===== src/rtl/cra_pkg.sv =====
// Shared definitions for the nibble-serial carry-ripple adder.
package cra_pkg;

    localparam int NIBBLE = 4;

    typedef enum logic [1:0] {
        IDLE = 2'd0,
        RUN  = 2'd1,
        DONE = 2'd2
    } state_t;

    // Width of the nibble index for a given operand width (at least 1 bit).
    function automatic int idx_width(input int width);
        int n;
        n = width / NIBBLE;
        return (n > 1) ? $clog2(n) : 1;
    endfunction

endpackage


===== src/rtl/cra4bitscin.sv =====
// 4-bit ripple-carry slice with explicit carry-in; also exports the carry
// into bit 3 so the caller can derive signed overflow.
module full_adder (
    input  logic a,
    input  logic b,
    input  logic cin,
    output logic s,
    output logic cout
);
    assign s    = a ^ b ^ cin;
    assign cout = (a & b) | (cin & (a ^ b));
endmodule

module cra4bitscin
    import cra_pkg::*;
(
    input  logic [NIBBLE-1:0] i_a,
    input  logic [NIBBLE-1:0] i_b,
    input  logic              i_cin,
    output logic [NIBBLE-1:0] o_sum,
    output logic              o_cout,
    output logic              o_c3
);
    logic [NIBBLE:0] w_c;

    assign w_c[0] = i_cin;

    for (genvar k = 0; k < NIBBLE; k++) begin : g_fa
        full_adder u_fa (
            .a    (i_a[k]),
            .b    (i_b[k]),
            .cin  (w_c[k]),
            .s    (o_sum[k]),
            .cout (w_c[k+1])
        );
    end

    assign o_cout = w_c[NIBBLE];
    assign o_c3   = w_c[NIBBLE-1];
endmodule


===== src/rtl/cra_nibble_serial_adder.sv =====
// Digit-serial WIDTH-bit adder: one nibble per cycle through a 4-bit slice.
// Optional signed-overflow output ovf enabled by defining CRA_SERIAL_OVF_EN.
module cra_nibble_serial_adder
    import cra_pkg::*;
#(
    parameter int WIDTH = 16
) (
    input  logic             clk,
    input  logic             rst,
    input  logic             in_valid,
    output logic             in_ready,
    input  logic [WIDTH-1:0] a,
    input  logic [WIDTH-1:0] b,
    output logic             out_valid,
    input  logic             out_ready,
    output logic [WIDTH-1:0] s,
    output logic             cout
`ifdef CRA_SERIAL_OVF_EN
    ,
    output logic             ovf
`endif
);
    localparam int N     = WIDTH / NIBBLE;
    localparam int IDX_W = idx_width(WIDTH);

    state_t            r_state;
    state_t            w_state_next;
    logic [WIDTH-1:0]  r_a;
    logic [WIDTH-1:0]  r_b;
    logic [WIDTH-1:0]  r_s;
    logic              r_carry;
    logic [IDX_W-1:0]  r_idx;
    logic              r_in_ready;
    logic              r_out_valid;
    logic              r_ovf;
    logic              w_in_ready_d;
    logic              w_out_valid_d;
    logic              w_last;
    logic [IDX_W+1:0]  w_shift;
    logic [NIBBLE-1:0] w_a_nib;
    logic [NIBBLE-1:0] w_b_nib;
    logic [NIBBLE-1:0] w_sum;
    logic              w_cout;
    logic              w_c3;

    assign w_last  = (r_idx == IDX_W'(N - 1));
    assign w_shift = {r_idx, 2'b00};
    assign w_a_nib = NIBBLE'(r_a >> w_shift);
    assign w_b_nib = NIBBLE'(r_b >> w_shift);

    cra4bitscin u_slice (
        .i_a    (w_a_nib),
        .i_b    (w_b_nib),
        .i_cin  (r_carry),
        .o_sum  (w_sum),
        .o_cout (w_cout),
        .o_c3   (w_c3)
    );

    // State register.
    always_ff @(posedge clk) begin
        if (rst) begin
            r_state <= IDLE;
        end else begin
            r_state <= w_state_next;
        end
    end

    // Next-state logic.
    always_comb begin
        w_state_next = r_state;
        case (r_state)
            IDLE: begin
                if (in_valid) begin
                    w_state_next = RUN;
                end else begin
                    w_state_next = IDLE;
                end
            end
            RUN: begin
                if (w_last) begin
                    w_state_next = DONE;
                end else begin
                    w_state_next = RUN;
                end
            end
            DONE: begin
                if (out_ready) begin
                    w_state_next = IDLE;
                end else begin
                    w_state_next = DONE;
                end
            end
            default: w_state_next = IDLE;
        endcase
    end

    // Handshake outputs decoded from the next state, then registered below.
    always_comb begin
        w_in_ready_d  = 1'b0;
        w_out_valid_d = 1'b0;
        case (w_state_next)
            IDLE:    w_in_ready_d  = 1'b1;
            DONE:    w_out_valid_d = 1'b1;
            default: begin
                w_in_ready_d  = 1'b0;
                w_out_valid_d = 1'b0;
            end
        endcase
    end

    // Operand capture, per-nibble accumulation and handshake output flops.
    always_ff @(posedge clk) begin
        if (rst) begin
            r_a         <= {WIDTH{1'b0}};
            r_b         <= {WIDTH{1'b0}};
            r_s         <= {WIDTH{1'b0}};
            r_carry     <= 1'b0;
            r_idx       <= {IDX_W{1'b0}};
            r_ovf       <= 1'b0;
            r_in_ready  <= 1'b1;
            r_out_valid <= 1'b0;
        end else begin
            r_in_ready  <= w_in_ready_d;
            r_out_valid <= w_out_valid_d;
            case (r_state)
                IDLE: begin
                    if (in_valid) begin
                        r_a     <= a;
                        r_b     <= b;
                        r_carry <= 1'b0;
                        r_idx   <= {IDX_W{1'b0}};
                    end
                end
                RUN: begin
                    r_s     <= (r_s & ~(WIDTH'(4'hF) << w_shift))
                             | (WIDTH'(w_sum) << w_shift);
                    r_carry <= w_cout;
                    if (w_last) begin
                        r_idx <= {IDX_W{1'b0}};
                        r_ovf <= w_c3 ^ w_cout;
                    end else begin
                        r_idx <= r_idx + IDX_W'(1);
                    end
                end
                DONE: begin
                    r_idx <= r_idx;
                end
                default: begin
                    r_idx <= {IDX_W{1'b0}};
                end
            endcase
        end
    end

    assign in_ready  = r_in_ready;
    assign out_valid = r_out_valid;
    assign s         = r_s;
    assign cout      = r_carry;
`ifdef CRA_SERIAL_OVF_EN
    assign ovf       = r_ovf;
`else
    logic w_ovf_unused;
    assign w_ovf_unused = r_ovf;
`endif

endmodule


===== config.mk =====
export PLATFORM = sky130hd
export DESIGN_NAME = cra_nibble_serial_adder
export DESIGN_NICKNAME = d
export VERILOG_FILES = /design/src/rtl/cra_pkg.sv /design/src/rtl/cra4bitscin.sv /design/src/rtl/cra_nibble_serial_adder.sv
export SDC_FILE = /design/constraint.sdc
export NUM_CORES = 1
export LEC_CHECK = 0
export ABC_AREA = 1
export BUFFER_PORTS_ARGS = -buffer_cell sky130_fd_sc_hd__buf_2
export CAP_MARGIN = 15
export CORE_ASPECT_RATIO = 0.6
export CORE_MARGIN = 3
export CORE_UTILIZATION = 53
export CTS_BUF_LIST = sky130_fd_sc_hd__clkbuf_4 sky130_fd_sc_hd__clkbuf_8 sky130_fd_sc_hd__clkbuf_16
export CTS_CLUSTER_DIAMETER = 50
export CTS_CLUSTER_SIZE = 24
export DETAILED_ROUTE_END_ITERATION = 16
export GPL_ROUTABILITY_DRIVEN = 0
export HOLD_SLACK_MARGIN = 0.08
export PLACE_DENSITY = 0.9
export SETUP_SLACK_MARGIN = 0.3
export SYNTH_ARGS = -nofsm -noshare
export SYNTH_HDL_FRONTEND = slang
export SYNTH_SLANG_ARGS = --single-unit
export TNS_END_PERCENT = 30

===== constraint.sdc =====
create_clock -name clk -period 5.5 [get_ports clk]
set_input_delay 0 -clock clk [delete_from_list [all_inputs] [get_ports clk]]
set_output_delay 0 -clock clk [all_outputs]
set_load 0.03 [all_outputs]

==> results.md, run 1 <==
* Status: finished clean
* First-pass GRT wire length at 9750 um
* Syn Area/Cell at 7.39 um^2
* Met3 usage at 5.84%
* Total wire length at 5880 um
* Comb pwr share at between 10% and 20%
* Crit end category: flip-flop
* CTS tree: built
* Post-route setup slack at 1.53 ns
* Slowest-stage cell, CP: dfxtp_1
* Reg clk slew, reported paths at 0.09 ns
* Commonest cells in the synthesized netlist: nor2_1, dfxtp_1, o21ai_0
* Worst skew pair latency at 0.30 ns
* Peak VDD IR at 0.174 mV
* Clk root buf: clkbuf_8
* Core footprint at between 0.004 and 0.005 mm^2
* Port Buf Inserts at 54
* Fin. max-slew vios at 0
* Final setup viols at 0
* Period minus WS final at 3.97 ns
* Sequential-to-total area share from yosys stat at between 40% and 50%
* Largest net degree at the start of global routing at 36
* Remaining DRCs at 0
* CTS Buf Count at 5
* Antenna violations before repair at 0
* Critical path data arrival time at roughly 4.2 ns
* Die area at 0.00538 mm^2
* Max-cap viol count at 0
* Yosys warns at 0
* Netlist Area Pre-Place at approximately 0.0024 mm^2
* Pre-antenna DRT Iters at 5
* Synth Instances at 324
* Routed len/inst at about 13 um
* Worst-path maximum fanout at 26
* Share of the synthesized area in the top cell type at 46.0%
* CTS resizes at 0
* CP delay by family, top: adder cells
* Met1 Use GR at around a third
* Yosys cell types at 20
* Switching power at 253 uW
* Filler Cells Inserted at 343
* WS Path Type: reg -> reg
* Chip width at 92.8 um
* Final Hold Fails at 0
* ANT nets after route at 0
* Clock buffer depth at 2
* Setup WS pre-CTS at 1.57 ns
* Final Cycle Share at 72.2%
* H-tree Lvls at 2
* Crit-path most repeated cell: fa_1
* Clk network pwr share at 30.4%
* Fmax at 252 MHz
* Ports at 55
* Layout cells sized above 1 at 17.5%
* Area growth from synthesis to layout at 29.8%
* PwrDens at slightly below 300 mW/mm^2
* Final Skew at 0.00575 ns
* Detail Placement HPWL at 3970 um
* Post-synth EDFFs at 0
* Hold slack at roughly 0.096 ns
* Initial cell density of the core at between 50 and 60%
* Switching portion of total power at 28.2%
* Cell internal pwr at 645 uW
* Clk sinks at 55
* Post-synth top area cell: dfxtp_1
* Critical-path cell list: inv_1, o21ai_0, o21ai_0, fa_1, fa_1, fa_1, inv_1, fa_1, nor2_1, nand3_1, a21oi_1
* Min-delay worst type: in -> reg
* Worst slew pin tran at 0.810 ns
* Setup crit start kind: flip-flop
* Critical Path Max Stage Delay at 0.85 ns
* Drt initial violations at about 150
* Sum Neg Setup Slack at 0 ns
* Gr usage total at a little under a quarter
* Met2 GRT Util at 35.5%
* Via count at roughly 2.4k
* #FFs+latches synth at 55
* Synth Flop Type: dfxtp_1
* CP Buf/Inv Count at 2
* Vias in the first global route at roughly 2.1k
* Die Ht at 58.1 um
* Sequential power share at between 50% and 60%
* Relative max-transition margin at 46.0%
* WP data required at approximately 5.7 ns
* Count leader, synth: nor2_1
* Unrepaired setup endpoints after global routing: no
* Final core occ at roughly 73%
* Antenna diodes at 0
* Fraction of registers with async set/reset at 0%
* # rows at 18
* Global route hottest layer: met2
* GR Overflow Total at 0
* Mean number of vias per cell at 5.17
* Final nets at 444
* Synth Net Count at 368
* Leakage at 0.00137 uW
* Top cells by area, synth: dfxtp_1, nor2_1, o21ai_0, nand2_1, nand3_1
==> routing by layer <==
metal  part of all wire, %  up-vias
li1                      -     1197
met1                    48     1071
met2                    43      110
met3                   8.4        4
met4                  0.32        0
met5                     0        -
==> worst paths after layout <==
kind / to / depth (start not counted) / slack, ns / start
worst max register to register: s[3] / 11 / 1.53 / r_idx[0]
worst max-delay path: s[3] / 11 / 1.53 / r_idx[0]
worst min-delay path: r_idx[1] / 2 / 0.1 / rst
worst min register to register: s[2] / 2 / 0.47 / s[2]
==> cells in the final DEF, fill, tap and decap left out, types with 3 or more instances in the layout <==
cell type,instances
a21oi_1,22
nor2_1,89
buf_2,54
nand3_2,3
fa_1,4
inv_2,3
ha_1,4
o21ai_0,51
dfxtp_1,55
clkbuf_8,6
nand2_1,37
nand3_1,23
dlygate4sd3_1,34
inv_1,11
==> metrics by stage <==
stage	total power, uW	area, um^2	instances
3_3_place_gp	607	2650	419
4_1_cts	898	3110	461
3_5_place_dp	612	2650	419
2_1_floorplan	571	2390	324
5_1_grt	947	3110	461
6_report	898	3110	461
==> final cells by class <==
class | count | area (um^2) | share of cell area, %
Multi-Input combinational cell | 236 | 1150 | 37.0
Timing Repair Buffer | 88 | 611 | 19.7
Clock inverter | 2 | 35.0 | 1.13
Inverter | 14 | 52.6 | 1.69
Sequential cell | 55 | 1100 | 35.4
Clock buffer | 6 | 82.6 | 2.66
Tap cell | 60 | 75.1 | 2.42
==> flip-flops by register name (all words and copies together), names as in the netlist <==
signal / count
r_a: 16
r_b: 16
s: 16
r_idx: 2
r_state: 2
cout: 1
in_ready: 1
out_valid: 1
==> power by group through the flow <==
stage / Clock [uW] / Sequential, uW / Combinational, uW
floorplan: 0 / 460 / 111
global placement: 0 / 456 / 150
detailed placement: 0 / 457 / 155
CTS: 276 / 448 / 174
global route: 294 / 452 / 201
finish: 273 / 449 / 176
==> logic make-up after synthesis <==
| family | after synthesis | share of synthesized area, % |
|---|---|---|
| fa+ha+maj | 8 | 5.44 |
| simple gates | 155 | 27.3 |
| compound gates | 73 | 15.3 |
| flops | 55 | 46.0 |
| buf+inv | 33 | 5.96 |
==> repair_timing <==
item | in CTS | in global routing
setup buffers | 0 | 0
hold buffers | 34 | 0
endpoints found under the hold margin | 35 | 0
No activity file was read; power rests on OpenSTA's default activity.
==> run 2, diff against run 1 <==
- CORE_UTILIZATION: 53 -> 48
- PLACE_DENSITY: 0.9 -> 0.86
- clock period: 5.5 -> 3.25 ns (I/O delays scaled with it)
==> results.md, run 2 (synthesized netlist as in run 1, its figures left out) <==
* H-tree Lvls at 2 (unchanged)
* Relative max-transition margin at 46.4% (+0.40 points)
* Placed insts at 427 (+1.9%)
* ANT nets after route at 0 (unchanged)
* Most frequent cells in the layout: nor2_1, dfxtp_1, buf_2, o21ai_0, nand2_1
* Routed len/inst at 13.4 um (+4.7%)
* PwrDens at 469 mW/mm^2 (+62%)
* Reg2reg setup slack at 0.33 ns (-1.20 ns)
* Remaining DRCs at 0 (unchanged)
* Port Buf Inserts at 54 (unchanged)
* Die Ht at 60.7 um (+4.6%)
* Register-to-Register Path Depth at 11 (unchanged)
* Peak VDD IR at 0.275 mV (+58%)
* Die area at 0.00590 mm^2 (+9.5%)
* Gr usage total at 21.9% (-0.90 points)
* Core footprint at 0.00468 mm^2 (+11%)
* Unrepaired setup endpoints after global routing: yes
* Area growth from synthesis to layout at 33.9%
* CTS tree: built
* Worst skew pair latency at 0.30 ns (about the same)
* Sum Neg Setup Slack at 0 ns (unchanged)
* Initial cell density of the core at 51.1% (-5.4 points)
* Startpoint of the worst hold path: rst
* Final Skew at 0.00367 ns (-0.00209 ns)
* Pre-antenna DRT Iters at 4 (-1)
* Leading cell type in the layout, fill and taps excluded: nor2_1
* Vias in the first global route at 2157 (+1.2%)
* Worst hold stages at 2 (unchanged)
* Worst slew pin tran at 0.804 ns (-0.00601 ns)
* Antenna diodes at 0 (unchanged)
* Overall Power at 1500 uW (+67%)
* Clock buffer depth at 2 (unchanged)
* Largest net degree at the start of global routing at 36 (unchanged)
* CTS Buf Count at 5 (unchanged)
* Filler Cells Inserted at 384 (+12%)
* WS Path Type: reg -> reg
* Status: finished clean
* Total wire length at 6290 um (+7.0%)
* Ports at 55 (unchanged)
* First-pass GRT wire length at 10200 um (+4.4%)
* Worst-path maximum fanout at 8 (-69%)
* Fin. max-slew vios at 0 (unchanged)
* Final nets at 451 (+1.6%)
* Hold Path End: s[15]
* Detail Placement HPWL at 4220 um (+6.4%)
* RR Endpoint: s[3]
* Clk sinks at 55 (unchanged)
* Final Cycle Share at 89.8% (+18 points)
* Setup crit start kind: flip-flop
* Crit end category: flip-flop
* Mean number of vias per cell at 5.15 (-0.27%)
* Reg clk slew, reported paths at 0.09 ns (about the same)
* Antenna violations before repair at 0 (unchanged)
* # rows at 19 (+1)
* Chip width at 97.2 um (+4.8%)
* Final Hold Fails at 0 (unchanged)
* Min-delay worst type: in -> reg
* Max-cap viol count at 0 (unchanged)
* GR Overflow Total at 0 (unchanged)
* Fmax at 343 MHz (+36%)
* Area after DPL at 0.00269 mm^2 (+1.6%)
* Clk root buf: clkbuf_8
* Drt initial violations at 123 (-15%)
* Beginning of the worst register-to-register path: r_idx[0]
* Post-Layout Cell Count at 471 (+2.2%)
* WP data required at 3.49 ns (-2.25 ns)
* Leakage at 0.00140 uW (+2.3%)
* Final setup viols at 0 (unchanged)
* Period minus WS final at 2.92 ns (-1.05 ns)
* Critical path data arrival time at 3.16 ns (-1.05 ns)
* Layout cells sized above 1 at 22.5% (+5.1 points)
* Final core occ at 68.4% (-5.0 points)
* Via count at 2427 (+1.9%)
* Final instance area at 0.00320 mm^2 (+3.1%)
[run 2: changes by cell type in the layout (fill, tap and decap cells not counted), sizes merged]
cell      before  now
buf           54   61
bufinv         1    0
clkinv         1    0
inv           14   13
clkinvlp       0    1
clkbuf         6    8
[run 2: layer usage]
metal	global-route usage [%]	up-vias	wire (um)
met2	34.5	90	2700
li1	-	1214	-
met3	5.05	13	467
met5	0	-	0
met1	31.0	1110	3040
met4	5.60	0	80
[run 2: worst max path at each step]
| stage | start | endpoint | slack (ns) |
|---|---|---|---|
| floorplan | r_idx[0] | s[3] | 0.31 |
| global placement | r_idx[0] | s[3] | 0.27 |
| detailed placement | r_idx[0] | s[3] | 0.06 |
| CTS | r_idx[0] | s[7] | 0.30 |
| global route | r_idx[0] | s[3] | 0.19 |
| finish | r_idx[0] | s[3] | 0.33 |
[run 2: stage by stage]
step                setup WS [ns]  hold WS (ns)
finish                      0.332         0.118
global placement            0.265         0.253
CTS                         0.301         0.111
detailed placement         0.0616         0.259
global route                0.187         0.126
floorplan                   0.306         0.163
[run 2: what timing repair did]
item / 4_1_cts / 5_1_grt
setup buffers: 0 / 2
setup endpoints to repair: 4 / 4
gates resized for setup: 6 / 18
hold endpoints to repair: 35 / 0
hold buffers: 34 / 0
pin swaps: 0 / 4
[run 2: cell type report]
| cell class | instances | area, um^2 | share of cell area [%] |
|---|---|---|---|
| sequential | 55 | 1100 | 34.5 |
| inverter | 14 | 56.3 | 1.76 |
| clock buffer | 8 | 104 | 3.24 |
| multi-input combinational | 236 | 1180 | 37.0 |
| timing repair buffer | 95 | 676 | 21.1 |
| tap | 63 | 78.8 | 2.46 |
[run 2: critical path, stage by stage (launching register included)]
cell        delay [ns]
dfxtp_4           0.40
clkinvlp_4        0.17
o21ai_2           0.20
o21ai_2           0.09
fa_2              0.36
fa_2              0.34
fa_2              0.34
inv_2             0.06
fa_1              0.46
nor2_2            0.17
nand3_1           0.10
a21oi_2           0.16
[run 2: power by group]
part	total [uW]	internal, uW	switching (uW)
clock	408	203	205
combinational	340	142	198
sequential	756	721	34.9
==> run 3, diff against run 2 <==
- SYNTH_HIERARCHICAL: default -> 1
==> results.md, run 3 <==
* Worst slew pin tran at 0.887 ns (+0.0835 ns)
* Reg clk slew, reported paths at 0.09 ns (about the same)
* Leading cell type in the layout, fill and taps excluded: nor2_1
* Clk network pwr share at 31.8% (+4.7 points)
* Fraction of registers with async set/reset at 0% (unchanged)
* Ports at 55 (unchanged)
* H-tree Lvls at 2 (unchanged)
* Initial cell density of the core at 52.2% (+1.1 points)
* Beginning of the worst register-to-register path: r_idx[0]
* Relative max-transition margin at 40.8% (-5.6 points)
* Register-to-Register Path Depth at 13 (+2)
* Gr usage total at 21.1% (-0.85 points)
* Syn Area/Cell at 7.72 um^2 (+4.5%)
* Routed len/inst at 13.9 um (+4.3%)
* Switching portion of total power at 28.1% (-1.0 points)
* Final setup viols at 0 (unchanged)
* Port Buf Inserts at 54 (unchanged)
* Placed insts at 425 (-0.47%)
* Netlist Area Pre-Place at 0.00249 mm^2 (+4.2%)
* Final Hold Fails at 0 (unchanged)
* Chip width at 99.1 um (+1.9%)
* Status: finished clean
* ANT nets after route at 0 (unchanged)
* Mean number of vias per cell at 5.19 (+0.64%)
* Final Skew at 0.00452 ns (+0.000855 ns)
* Unrepaired setup endpoints after global routing: yes
* Most frequent cells in the layout: nor2_1, dfxtp_1, buf_2, o21ai_0, dlygate4sd3_1
* Period minus WS final at 3.00 ns (+0.0797 ns)
* Min-delay worst type: in -> reg
* Peak VDD IR at 0.318 mV (+15%)
* Startpoint of the worst hold path: rst
* Final Cycle Share at 92.2% (+2.5 points)
* Synth Net Count at 367 (-0.27%)
* Post-synthesis mux area share at 0% (unchanged)
* Via count at 2453 (+1.1%)
* Largest family of logic cells by synthesized area: simple AND/OR/NAND/NOR gates
* Remaining DRCs at 0 (unchanged)
* Hold Path End: s[7]
* Clk root buf: clkbuf_8
* Sum Neg Setup Slack at 0 ns (unchanged)
* # rows at 19 (unchanged)
* Overall Power at 1660 uW (+10%)
* Top cells by area, synth: dfxtp_1, nor2_1, o21ai_0, nor2_2, a21oi_1
* Largest net degree at the start of global routing at 36 (unchanged)
* Post-synthesis xor/xnor area fraction at 0% (unchanged)
* Sequential power share at 45.8% (-4.5 points)
* Clk sinks at 55 (unchanged)
* Max-cap viol count at 0 (unchanged)
* #FFs+latches synth at 55 (unchanged)
* Leakage at 0.00145 uW (+4.0%)
* Drt initial violations at 130 (+5.7%)
* CTS tree: built
* Post-synth top area cell: dfxtp_1
* Vias in the first global route at 2206 (+2.3%)
* First-pass GRT wire length at 10100 um (-0.28%)
* Reg2reg setup slack at 0.25 ns (-0.08 ns)
* Sequential-to-total area share from yosys stat at 44.2% (-1.8 points)
* Commonest cells in the synthesized netlist: nor2_1, dfxtp_1, o21ai_0
* Post-synthesis simple-gate area fraction at 26.7% (-0.60 points)
* Setup crit start kind: flip-flop
* Yosys cell types at 21 (+5.0%)
* Worst skew pair latency at 0.31 ns (about the same)
* Antenna violations before repair at 0 (unchanged)
* Comb pwr share at 22.4% (-0.2 points)
* WP data required at 3.50 ns (about the same)
* Cell internal pwr at 1190 uW (+12%)
* Total wire length at 6590 um (+4.7%)
* Synth Instances at 323 (-0.31%)
* Clock buffer depth at 2 (unchanged)
* Fmax at 334 MHz (-2.7%)
* Yosys warns at 6 (+6)
* Switching power at 466 uW (+6.5%)
* Synth Flop Type: dfxtp_1
* WS Path Type: reg -> reg
* Pre-antenna DRT Iters at 5 (+1)
* CTS Buf Count at 5 (unchanged)
* Final nets at 453 (+0.44%)
* PwrDens at 496 mW/mm^2 (+5.7%)
* Layout cells sized above 1 at 28.8% (+6.2 points)
* Count leader, synth: nor2_1
* Crit end category: flip-flop
* Synth Area in Compound Gates at 16.1% (+0.79 points)
* RR Endpoint: s[11]
* Die area at 0.00612 mm^2 (+3.8%)
* Worst-path maximum fanout at 8 (unchanged)
* Post-Layout Cell Count at 473 (+0.42%)
* Detail Placement HPWL at 4230 um (+0.25%)
* Area growth from synthesis to layout at 34.3%
* Share of the synthesized area in the top cell type at 44.2% (-1.8 points)
* Core footprint at 0.00478 mm^2 (+2.0%)
* Worst hold stages at 2 (unchanged)
* GR Overflow Total at 0 (unchanged)
* Antenna diodes at 0 (unchanged)
* Die Ht at 61.8 um (+1.9%)
* Critical path data arrival time at 3.24 ns (+0.08 ns)
* Post-synthesis adder-cell area fraction at 5.22% (-0.22 points)
* Post-synth EDFFs at 0 (unchanged)
* Fin. max-slew vios at 0 (unchanged)
[run 3: changes by cell type in the layout (fill, tap and decap cells not counted), sizes merged, moves of 4 or more]
cell / change
o21ai: +7
nand2: -10
nor2: +5
nand3: -4
[run 3: area by class of cell]
type                       count  area, um^2
fill                         380        1430
clock buffer                   6        76.3
inverter                      15        73.8
multi-input combinational    234        1250
timing repair buffer          97         694
timing repair inverter         1        5.00
sequential                    55        1100
tap                           63        78.8
clock inverter                 2        60.1
[run 3: how the worst max path moves through the flow]
stage            end  slack [ns]      from  depth (start not counted)
2_1_floorplan   s[3]        0.34  r_idx[0]                         13
3_3_place_gp    s[3]        0.37  r_idx[0]                         11
3_5_place_dp   s[11]        0.26  r_idx[0]                         11
4_1_cts        s[11]        0.35  r_idx[0]                         13
5_1_grt        s[11]        0.08  r_idx[0]                         13
6_report       s[11]        0.25  r_idx[0]                         13
[run 3: logic make-up (layout without fill, tap and decap cells)]
group           Yosys count  count (layout)
buf+inv                  34             121
simple gates            146             146
compound gates           80              80
flops                    55              55
fa+ha+maj                 8               8
[run 3: through the flow]
step	utilization [%]	hold slack [ns]	setup WS [ns]	area (um^2)
after floorplan	-	0.145	0.336	2510
after global placement	57.5	0.235	0.372	2750
after detailed placement	57.5	0.247	0.258	2750
after CTS	67.6	0.0812	0.346	3230
after global routing	70.1	0.109	0.0811	3350
final	70.1	0.0967	0.253	3350
[run 3: per-layer routing]
layer / GRT usage (%) / wire (um) / vias up / share of wire [%]
li1: - / - / 1228 / -
met1: 28.3 / 2910 / 1111 / 44
met2: 35.1 / 3100 / 105 / 47
met3: 4.57 / 510 / 9 / 7.7
met4: 6.03 / 71 / 0 / 1.1
met5: 0 / 0 / - / 0
[run 3: power by group through the flow]
stage	combinational [uW]	sequential [uW]	clock (uW)
finish	372	761	528
CTS	336	755	530
detailed placement	302	770	0
floorplan	219	783	0
global route	421	766	560
global placement	292	769	0
[run 3: critical path, stage by stage (launching register included)]
cell and delay (ns):
dfxtp_4 0.40, buf_12 0.15, nor2_4 0.08, nor2_2 0.05
o21ai_2 0.05, o21ai_2 0.08, fa_2 0.35, fa_2 0.37
fa_2 0.37, fa_1 0.56, inv_1 0.06, nor2_2 0.15
nand3_2 0.11, a21oi_2 0.14
[run 3: timing repair]
item                                    in CTS  in global routing
gates resized for setup                      2                 25
endpoints found under the setup margin       4                  4
endpoints found under the hold margin       35                  0
cloned                                       0                  1
buffers inserted                             0                  5
pin swaps                                    0                  8
hold buffers                                34                  0
